$ cat src/rtl/rx_iq_scheduler_pkg.sv
// rx_iq_scheduler shared definitions.
// Entry layout, byte indices and FSM states.
package rx_iq_pkg;

  localparam int IQ_WIDTH  = 24;
  localparam int ENTRY_W   = 4 * IQ_WIDTH;

  localparam int RX2_I_OFF = 0;
  localparam int RX2_Q_OFF = IQ_WIDTH;
  localparam int RX1_I_OFF = 2 * IQ_WIDTH;
  localparam int RX1_Q_OFF = 3 * IQ_WIDTH;

  localparam logic [3:0] LAST_IDX_RX1 = 4'd5;
  localparam logic [3:0] LAST_IDX_RX2 = 4'd11;

  typedef enum logic {
    IDLE,
    ACTIVE
  } state_e;

endpackage

$ cat src/rtl/rx_iq_scheduler_if.sv
// rx_iq_scheduler sample/control/bus bundle.
// master drives samples and commands, slave is the scheduler.
interface rx_iq_scheduler_if #(
  parameter int IQ_WIDTH   = 24,
  parameter int FIFO_DEPTH = 4
);
  localparam int LW = $clog2(FIFO_DEPTH) + 1;

  logic signed [IQ_WIDTH-1:0] rx1_i;
  logic signed [IQ_WIDTH-1:0] rx1_q;
  logic signed [IQ_WIDTH-1:0] rx2_i;
  logic signed [IQ_WIDTH-1:0] rx2_q;
  logic          iq_valid;
  logic          rx2_enable;
  logic          start;
  logic          stop;
  logic          byte_req;
  logic          flag_clr;
  logic [7:0]    byte_out;
  logic          active;
  logic          iq_overrun;
  logic          iq_underrun;
  logic [LW-1:0] fifo_level;

  modport master (
    output rx1_i, rx1_q, rx2_i, rx2_q,
    output iq_valid, rx2_enable, start, stop,
    output byte_req, flag_clr,
    input  byte_out, active, iq_overrun,
    input  iq_underrun, fifo_level
  );

  modport slave (
    input  rx1_i, rx1_q, rx2_i, rx2_q,
    input  iq_valid, rx2_enable, start, stop,
    input  byte_req, flag_clr,
    output byte_out, active, iq_overrun,
    output iq_underrun, fifo_level
  );

endinterface

$ cat src/rtl/rx_iq_scheduler_fifo.sv
// iq_sample_fifo: single-clock sample FIFO.
// A push into a full FIFO is taken only when a pop frees a slot.
module iq_sample_fifo #(
  parameter int DEPTH = 4,
  parameter int W     = 96,
  localparam int AW   = $clog2(DEPTH),
  localparam int LW   = AW + 1
) (
  input  logic          clk_in,
  input  logic          rst_in,
  input  logic          push_i,
  input  logic          pop_i,
  input  logic [W-1:0]  din_i,
  output logic [W-1:0]  head_o,
  output logic          full_o,
  output logic          empty_o,
  output logic [LW-1:0] level_o
);

  logic [W-1:0]  mem [DEPTH];
  logic [AW-1:0] rd_q, rd_d, wr_q, wr_d;
  logic [LW-1:0] level_q, level_d;
  logic          do_push, do_pop;

  assign full_o  = (level_q == LW'(DEPTH));
  assign empty_o = (level_q == '0);
  assign head_o  = mem[rd_q];
  assign level_o = level_q;
  assign do_pop  = pop_i & ~empty_o;
  assign do_push = push_i & (~full_o | do_pop);

  // next pointers and occupancy
  always_comb begin
    rd_d    = rd_q;
    wr_d    = wr_q;
    level_d = level_q;
    if (do_pop)  rd_d = rd_q + AW'(1);
    if (do_push) wr_d = wr_q + AW'(1);
    if (do_push && !do_pop) level_d = level_q + LW'(1);
    if (!do_push && do_pop) level_d = level_q - LW'(1);
  end

  // pointer and level registers
  always_ff @(posedge clk_in or posedge rst_in) begin
    if (rst_in) begin
      rd_q    <= '0;
      wr_q    <= '0;
      level_q <= '0;
    end else begin
      rd_q    <= rd_d;
      wr_q    <= wr_d;
      level_q <= level_d;
    end
  end

  // storage write
  always_ff @(posedge clk_in) begin
    if (do_push) mem[wr_q] <= din_i;
  end

endmodule

$ cat src/rtl/rx_iq_scheduler.sv
// rx_iq_scheduler: buffers DDC IQ frames and serves
// them byte by byte to the STM32 parallel bus.
module rx_iq_scheduler #(
  parameter int FIFO_DEPTH = 4,
  parameter int IQ_WIDTH   = rx_iq_pkg::IQ_WIDTH
) (
  input logic          clk_in,
  input logic          rst_in,
  rx_iq_scheduler_if.slave bus
);
  import rx_iq_pkg::*;

  localparam int EW = 4 * IQ_WIDTH;
  localparam int LW = $clog2(FIFO_DEPTH) + 1;

  state_e        state_q, state_d;
  logic [3:0]    idx_q, idx_d;
  logic [EW-1:0] shadow_q, shadow_d;
  logic [EW-1:0] entry, head, sh;
  logic          frx2_q, frx2_d;
  logic          ovr_q, ovr_d;
  logic          und_q, und_d;
  logic          load, pop, last;
  logic          full, empty;
  logic [LW-1:0] level;

  // pack the live sample set into one FIFO entry
  always_comb begin
    entry = '0;
    entry[RX1_Q_OFF +: IQ_WIDTH] = bus.rx1_q;
    entry[RX1_I_OFF +: IQ_WIDTH] = bus.rx1_i;
    entry[RX2_Q_OFF +: IQ_WIDTH] = bus.rx2_q;
    entry[RX2_I_OFF +: IQ_WIDTH] = bus.rx2_i;
  end

  iq_sample_fifo #(
    .DEPTH (FIFO_DEPTH),
    .W     (EW)
  ) u_fifo (
    .clk_in  (clk_in),
    .rst_in  (rst_in),
    .push_i  (bus.iq_valid),
    .pop_i   (pop),
    .din_i   (entry),
    .head_o  (head),
    .full_o  (full),
    .empty_o (empty),
    .level_o (level)
  );

  assign last = frx2_q ? (idx_q == LAST_IDX_RX2)
                       : (idx_q == LAST_IDX_RX1);

  // sequencing, frame load and sticky flags
  always_comb begin
    state_d  = state_q;
    idx_d    = idx_q;
    shadow_d = shadow_q;
    frx2_d   = frx2_q;
    ovr_d    = ovr_q;
    und_d    = und_q;
    load     = 1'b0;
    pop      = 1'b0;
    if (bus.flag_clr) begin
      ovr_d = 1'b0;
      und_d = 1'b0;
    end
    unique case (state_q)
      IDLE: begin
        if (bus.start) begin
          load    = 1'b1;
          state_d = ACTIVE;
        end
      end
      ACTIVE: begin
        if (bus.start) begin
          load = 1'b1;
        end else if (bus.stop) begin
          state_d = IDLE;
        end else if (bus.byte_req) begin
          if (last) load = 1'b1;
          else      idx_d = idx_q + 4'd1;
        end
      end
      default: state_d = IDLE;
    endcase
    if (load) begin
      idx_d  = '0;
      frx2_d = bus.rx2_enable;
      if (!empty) begin
        pop      = 1'b1;
        shadow_d = head;
      end else begin
        und_d = 1'b1;
      end
    end
    if (bus.iq_valid && full && !pop) ovr_d = 1'b1;
  end

  // state, shadow and flag registers
  always_ff @(posedge clk_in or posedge rst_in) begin
    if (rst_in) begin
      state_q  <= IDLE;
      idx_q    <= '0;
      shadow_q <= '0;
      frx2_q   <= 1'b0;
      ovr_q    <= 1'b0;
      und_q    <= 1'b0;
    end else begin
      state_q  <= state_d;
      idx_q    <= idx_d;
      shadow_q <= shadow_d;
      frx2_q   <= frx2_d;
      ovr_q    <= ovr_d;
      und_q    <= und_d;
    end
  end

  assign sh = shadow_q << {idx_q, 3'b000};

  assign bus.byte_out    = (state_q == ACTIVE) ? sh[EW-1 -: 8] : 8'h00;
  assign bus.active      = (state_q == ACTIVE);
  assign bus.iq_overrun  = ovr_q;
  assign bus.iq_underrun = und_q;
  assign bus.fifo_level  = level;

endmodule

$ cat src/flat_wrapper.sv
// flat-port wrapper written by rule: the top's interface ports become plain ports
module rx_iq_scheduler_flat import rx_iq_pkg::*;
#(
  parameter int FIFO_DEPTH = 4,
  parameter int IQ_WIDTH   = rx_iq_pkg::IQ_WIDTH
)
  (clk_in, rst_in, bus_rx1_i, bus_rx1_q, bus_rx2_i, bus_rx2_q, bus_iq_valid, bus_rx2_enable, bus_start, bus_stop, bus_byte_req, bus_flag_clr, bus_byte_out, bus_active, bus_iq_overrun, bus_iq_underrun, bus_fifo_level);
  rx_iq_scheduler_if #(.IQ_WIDTH(IQ_WIDTH), .FIFO_DEPTH(FIFO_DEPTH)) bus_i ();
  input logic clk_in;
  input logic rst_in;
  input wire logic [$bits(bus_i.rx1_i)-1:0] bus_rx1_i;
  input wire logic [$bits(bus_i.rx1_q)-1:0] bus_rx1_q;
  input wire logic [$bits(bus_i.rx2_i)-1:0] bus_rx2_i;
  input wire logic [$bits(bus_i.rx2_q)-1:0] bus_rx2_q;
  input wire logic [$bits(bus_i.iq_valid)-1:0] bus_iq_valid;
  input wire logic [$bits(bus_i.rx2_enable)-1:0] bus_rx2_enable;
  input wire logic [$bits(bus_i.start)-1:0] bus_start;
  input wire logic [$bits(bus_i.stop)-1:0] bus_stop;
  input wire logic [$bits(bus_i.byte_req)-1:0] bus_byte_req;
  input wire logic [$bits(bus_i.flag_clr)-1:0] bus_flag_clr;
  output wire logic [$bits(bus_i.byte_out)-1:0] bus_byte_out;
  output wire logic [$bits(bus_i.active)-1:0] bus_active;
  output wire logic [$bits(bus_i.iq_overrun)-1:0] bus_iq_overrun;
  output wire logic [$bits(bus_i.iq_underrun)-1:0] bus_iq_underrun;
  output wire logic [$bits(bus_i.fifo_level)-1:0] bus_fifo_level;
  assign bus_i.rx1_i = bus_rx1_i;
  assign bus_i.rx1_q = bus_rx1_q;
  assign bus_i.rx2_i = bus_rx2_i;
  assign bus_i.rx2_q = bus_rx2_q;
  assign bus_i.iq_valid = bus_iq_valid;
  assign bus_i.rx2_enable = bus_rx2_enable;
  assign bus_i.start = bus_start;
  assign bus_i.stop = bus_stop;
  assign bus_i.byte_req = bus_byte_req;
  assign bus_i.flag_clr = bus_flag_clr;
  assign bus_byte_out = bus_i.byte_out;
  assign bus_active = bus_i.active;
  assign bus_iq_overrun = bus_i.iq_overrun;
  assign bus_iq_underrun = bus_i.iq_underrun;
  assign bus_fifo_level = bus_i.fifo_level;
  rx_iq_scheduler #(.FIFO_DEPTH(FIFO_DEPTH), .IQ_WIDTH(IQ_WIDTH)) u_core (.clk_in(clk_in), .rst_in(rst_in), .bus(bus_i));
endmodule
$ cat config.mk
export PLATFORM = sky130hd
export DESIGN_NAME = rx_iq_scheduler_flat
export DESIGN_NICKNAME = d
export VERILOG_FILES = /design/src/rtl/rx_iq_scheduler_pkg.sv /design/src/rtl/rx_iq_scheduler_if.sv /design/src/rtl/rx_iq_scheduler_fifo.sv /design/src/rtl/rx_iq_scheduler.sv /design/src/flat_wrapper.sv
export SDC_FILE = /design/constraint.sdc
export NUM_CORES = 1
export LEC_CHECK = 0
export ABC_AREA = 1
export CORE_ASPECT_RATIO = 0.75
export CORE_MARGIN = 2
export CORE_UTILIZATION = 49
export CTS_CLUSTER_DIAMETER = 30
export DETAILED_ROUTE_END_ITERATION = 6
export PLACE_DENSITY = 0.68
export REMOVE_ABC_BUFFERS = 1
export SLEW_MARGIN = 40
export SYNTH_ARGS = -nofsm -noshare
export SYNTH_HDL_FRONTEND = slang
export SYNTH_HIERARCHICAL = 1
export SYNTH_SLANG_ARGS = --single-unit
$ cat constraint.sdc
create_clock -name clk_in -period 9.77 [get_ports clk_in]
set_clock_uncertainty 0.2 [all_clocks]
set_input_delay 1.954 -clock clk_in [delete_from_list [all_inputs] [get_ports clk_in]]
set_output_delay 1.954 -clock clk_in [all_outputs]
set_load 0.1 [all_outputs]
### Word level (Yosys, flattened, before mapping)

Memory sizes are Yosys's and may differ from the RTL's. A register that Yosys moved wholly into a read port is not among the register bits.
Index checks and enable logic that the tools add are counted.
W data, S select, Z words.

* add/subtract/negate cells: 5
* eq/ne operators: 6
* shifts and indexed selects: 1
* muxes and demuxes: 28
* bitwise logic cells: 6
* reduce and logical (&&, ||, !) cells: 14

Operators with widths (number)
* $shl A96 B7 Y96: 1
* $mux W4: 6
* $mux W1: 17
* $mux W8: 1
* $reduce_bool A2 Y1: 4
* $mux W3: 2
* $ne A2 B1 Y1 const B: 3
* $reduce_and A5 Y1: 1
* $add A2 B1 Y2 const B: 2
* $add A4 B1 Y4 const B: 1
* $eq A4 B3 Y1 const B: 1
* $eq A4 B4 Y1 const B: 1
* $logic_and A1 B1 Y1: 4
* $pmux W1 S2: 2
* $add A3 B1 Y3 const B: 1
* $eq A3 B3 Y1 const B: 1
* $logic_not A1 Y1: 3
* $logic_not A3 Y1: 1
* $not A1 Y1: 3
* $sub A3 B1 Y3 const B: 1
* $and A1 B1 Y1: 2
* $reduce_and A2 Y1: 1
* $or A1 B1 Y1: 1

* bits in registers: 15
* bits in writable memories: 384
* output and inout bits: 14
* logic and storage cells: 69
* memories: 1

Memory list
* u_core.u_fifo.mem: depth 4, bits a word 96, rd ports 1, clocked after memory_dff 1, write ports 1, RTL line rx_iq_scheduler_fifo.sv:20 `logic [W-1:0] mem [DEPTH];`

### Depth between registers and ports, before layout

* depth in word-level cells: 14
* gate-level depth with buffers: 18
* depth with buffers taken out: 15

### Hierarchy

The synthesis kept the hierarchy.

By module, submodules not included
* iq_sample_fifo: instances 1, cells each 984, area an instance 14661.6 µm², seq. area each 11706.2 µm²
* rx_iq_scheduler: instances 1, cells each 767, area an instance 5445.2 µm², seq. area each 2602.5 µm²

### Worst setup path before layout

Ideal clock, no wire load.

* path kind: in2reg
* from: in bus_stop
* to: mem u_core.u_fifo.mem[0][0], enable pin
* arrival time: 6.907 ns
* required time: 9.019 ns
* path slack: 2.111 ns
* cell stages on the path: 11
* buffers on the path: 2
* cells stage by stage: inv_1 nand3_1 nor2_1 nand2_1 nand2_2 nand2_4 buf_6 buf_6 inv_1 o21ai_2 nor2_1

* longest elaborated chain between the ends: 9

RTL lines
* start, declared: RTL line flat_wrapper.sv:18 `input wire logic [$bits(bus_i.stop)-1:0] bus_stop;`
* $mux W1: RTL line rx_iq_scheduler.sv:78 `end else if (bus.stop) begin`
* $mux W1: RTL line rx_iq_scheduler.sv:76 `if (bus.start) begin`
* $pmux W1 S2: RTL line rx_iq_scheduler.sv:68 `unique case (state_q)`
* $mux W1: RTL line rx_iq_scheduler.sv:87 `if (load) begin`
* net u_core.pop: RTL line rx_iq_scheduler.sv:23 `logic load, pop, last;`
* $and A1 B1 Y1: RTL line rx_iq_scheduler_fifo.sv:29 `assign do_pop = pop_i & ~empty_o;`
* $or A1 B1 Y1: RTL line rx_iq_scheduler_fifo.sv:30 `assign do_push = push_i & (~full_o | do_pop);`
* $and A1 B1 Y1: RTL line rx_iq_scheduler_fifo.sv:30
* $mux W1: RTL line rx_iq_scheduler_fifo.sv:58 `if (do_push) mem[wr_q] <= din_i;`
* $mux W1 (implied by the code): RTL line rx_iq_scheduler_fifo.sv:58
* end, declared: RTL line rx_iq_scheduler_fifo.sv:20

The timed path passes the listed nets, and every way through them passes these cells.

### Final worst setup path

* from: in bus_stop
* to: mem u_core.u_fifo.mem[1][93], enable pin

The elaborated chain is that of the path after synthesis.

==> summary.txt <==
Synth
  – Post-synthesis cell count: ~1800
  – Total of flip-flops plus latches after synthesis: 495
  – Count of synthesis-stage warnings from yosys: 6
  – Post-Syn Area per Cell: 11.48 um^2
  – Number of distinct library cell variants in the gate-level netlist after synthesis: 28
  – Part of the Yosys area used for sequential elements: between 70% and 80%
  – Cell area after technology mapping: 0.02011 mm^2

Critical path
  – Critical path origin: bus_stop
  – Crit path max-delay cell type: buf_4
  – Logic depth of the worst path, buffers included: 11
  – R2R Setup Slk: between 5 and 6 ns
  – Required time of the critical path: 9.78 ns
  – Worst Setup EP: u_core/u_fifo/mem[1][93]$_DFFE_PP_
  – Nature of the critical path startpoint: input port
  – Cell count of the worst reg-to-reg path: 10
  – Data arrival, critical path: 5.12 ns
  – Most prevalent standard cell on the critical path: inv_1
  – Combined buffer and inverter count along the critical path: 4
  – Setup crit end kind: flop
  – Slowest cell delay on critical path: 0.60 ns
  – Largest driver fanout on the critical path: 98
  – Endpoint of the worst-slack reg-to-reg timing path: u_core/u_fifo/mem[1][93]$_DFFE_PP_
  – CP top delay family: simple AND/OR/NAND/NOR gates
  – Path type of the worst setup path: in -> reg
  – R2R Path Start: u_core/idx_q[0]$_DFFE_PP0P_
  – Cell-by-cell listing of the critical path: clkdlybuf4s50_1, inv_1, nand3_1, nor2_1, nand2_1, nand2_4, nand2_8, inv_1, o21ai_2, nor2_4, buf_4

Die
  – Total number of placement rows: 64
  – Die span in y: 179.4 um
  – I/O Pins: 118
  – Die Span X: 237.9 um
  – Area enclosed by the die boundary: 0.04269 mm^2
  – Starting density of the core: 49.53%
  – Total core area: 0.04060 mm^2

STA
  – Max-Slew Margin vs Limit: 46.30%
  – Setup tns final: 0 ns
  – Final setup violation count: 0
  – Setup repair after global routing missed its margin: false
  – Number of hold-slack violations in the final timing report: 0
  – Final critical path time including I/O delays and setup: a little over 5 ns
  – Final critical-path setup slack: 4.651 ns
  – Fin. max-slew vios: 0
  – Slew at the pin with the worst max-slew slack: 0.8055 ns
  – Highest clock frequency the design can meet: 0.1954 GHz
  – Post-route clock period utilization: 52.39%

GRT
  – Vias in the first global route: 13080
  – Pin count of the biggest net entering global routing: 115
  – First-pass GRT wire length: 72.52 mm
  – Number of antenna violations at the first check in global routing: 0
  – GRT Resource Usage Total: a little over a fifth
  – GR Overflow Total: 0

Route
  – Number of iterations in the first detailed-routing pass: 6
  – Final routed wirelength across all metal layers: 45.68 mm
  – Remaining number of nets flagged by the antenna check after routing: 0
  – Detailed Route Iter0 Violations: 1281
  – Detailed-route DRC error count: 0
  – Via-to-Cell Ratio: 5.427
  – Vias: 13380
  – Wire per inst: about 19 um

CTS
  – H-tree level count: 3
  – Clock Path Buffers: 3
  – Num Clock Sinks: roughly 500
  – Total clock buffers created by CTS: 85
  – Clock latency of the later-clocked register in the worst-skew pair: 0.60 ns
  – Resized Gates After CTS: 0
  – Setup fix buffers added after clock tree synthesis: 0
  – CTS Hold Bufs: 0
  – Clock input transition at the sequential cells of the worst setup and hold paths: about 0.050 ns
  – Clock root cell: clkbuf_16
  – Clock tree from TritonCTS: yes

Power and ir drop
  – Power per cell area: between 300 and 400 mW/mm^2
  – Worst ir drop on vdd: about 0.18 mV
  – Leakage power: 9.493 nW

Final layout
  – Multi-input gate area in the final layout: 0.004775 mm^2
  – Count of filler cells inserted in the layout: 3212
  – Total area of sequential cells: roughly 0.014 mm^2
  – Syn-to-layout area delta: 20.57%
  – Antenna cells: 0
  – Post-route core utilization: ~60%
  – Number of nets in the final layout: 1976
  – Share of final-layout standard cells stronger than drive strength 1: 10.22%

Place
  – Port Buffer Count: between 100 and 150
  – Worst slack at placement: a little over 4 ns
  – Detailed Place HPWL: 25.53 mm
  – Final estimated routing congestion in global placement: 0.7910

Hold path
  – Class of the most critical hold timing path: reg -> reg
  – Hold Crit Start: u_core/shadow_q[73]$_DFFE_PP0P_

Run
  – Number of maximum-capacitance constraint violations: 0

Status
  – Outcome: completed
[placed cells by master, fill, tap and decap left out, types with 6 or more instances in the layout]
cell	Yosys	layout
clkinvlp_4	0	6
buf_4	16	19
clkdlybuf4s50_1	0	103
o21ai_1	77	77
inv_1	95	94
buf_2	11	14
edfxtp_1	384	384
clkinv_1	2	7
dfrtp_1	111	109
clkbuf_1	52	6
inv_6	0	11
nand2_1	360	360
clkbuf_16	0	89
nand3_1	166	166
clkinv_2	0	13
nor2_1	205	201
o22ai_1	96	96
clkinv_4	0	12
o21ai_0	120	120
clkbuf_8	0	7
[through the flow]
step                      instance area (um^2)  power (mW)  cells  hold slack, ns
after floorplan                          19410       4.637   1641          0.2417
after global placement                   21450       5.331   2307          0.2536
after detailed placement                 21390       5.372   2307          0.2583
after CTS                                24230       8.258   2466          0.2710
after global routing                     24240       8.663   2466          0.2864
final                                    24240       8.206   2466          0.2693
[how the worst min path moves through the flow]
stage,slack [ns],endpoint,cells past startpoint
after floorplan,0.24,u_core/shadow_q[16]$_DFFE_PP0P_,2
after global placement,0.25,u_core/shadow_q[86]$_DFFE_PP0P_,2
after detailed placement,0.26,u_core/shadow_q[29]$_DFFE_PP0P_,2
after CTS,0.27,u_core/shadow_q[29]$_DFFE_PP0P_,2
after global routing,0.29,u_core/shadow_q[73]$_DFFE_PP0P_,2
final,0.27,u_core/shadow_q[73]$_DFFE_PP0P_,2
[cell usage after synthesis]
cell type,count,area [um^2]
ha_1,5,62.56
clkbuf_1,52,195.2
inv_2,3,11.26
dfrtp_1,111,2778
o22ai_1,96,600.6
edfxtp_1,384,11530
nor2_2,2,12.51
fa_1,1,20.02
o21ai_2,1,8.760
buf_2,11,55.05
a21oi_1,3,15.01
buf_4,16,120.1
buf_6,27,304.0
nand3_1,166,830.8
nand3b_1,1,7.510
o21ai_1,77,385.4
clkinv_1,2,7.510
o21ai_0,120,600.6
nand2_2,1,6.260
nand2_4,1,11.26
buf_1,2,7.510
nand4_1,2,12.51
inv_1,95,356.6
xor2_1,3,26.28
nor3_1,2,10.01
nor2_1,205,769.5
nand2_1,360,1351
clkbuf_2,2,10.01
[cells by family after synthesis]
family / after synthesis / share of synthesized area, %
simple gates: 740 / 14.98
compound gates: 297 / 8.009
buf+inv: 210 / 5.308
fa+ha+maj: 6 / 0.4107
xor+xnor: 3 / 0.1307
flops: 495 / 71.16
[flip-flops by register name, summed over array words and instances, names as in the netlist]
signal / count
u_core/u_fifo/mem: 384
u_core/shadow_q: 96
u_core/idx_q: 4
u_core/u_fifo/level_o: 3
u_core/u_fifo/rd_q: 2
u_core/u_fifo/wr_q: 2
u_core/bus.active: 1
u_core/bus.iq_overrun: 1
u_core/bus.iq_underrun: 1
u_core/frx2_q: 1
[routing by layer]
metal	vias up	wire length, um	GRT usage (%)
met5	-	0	0
met4	0	798	6.063
met3	67	3298	4.899
met2	463	21210	33.01
met1	6497	20380	31.57
li1	6356	-	-
[area by class of cell]
class | count | area share (%)
clock buffers | 102 | 9.677
well taps | 528 | 2.725
flip-flops and latches | 495 | 59.04
multi-input cells | 1046 | 19.69
clock inverters | 57 | 2.033
repair buffers | 138 | 5.223
inverters | 100 | 1.605
[tightest hold or removal path, cell delays in order, from the launching register on]
cell     delay (ns)
dfrtp_1        0.33
nand2_1        0.06
nand2_1        0.05
[report_power, final]
group / switching (mW) / internal [mW] / total, mW
Clock: 1.04 / 1.82 / 2.85
Combinational: 1.66 / 0.629 / 2.29
Sequential: 0.208 / 2.85 / 3.06
Total: 2.90 / 5.30 / 8.21
Note: power is estimated with default switching activity, not from simulation.
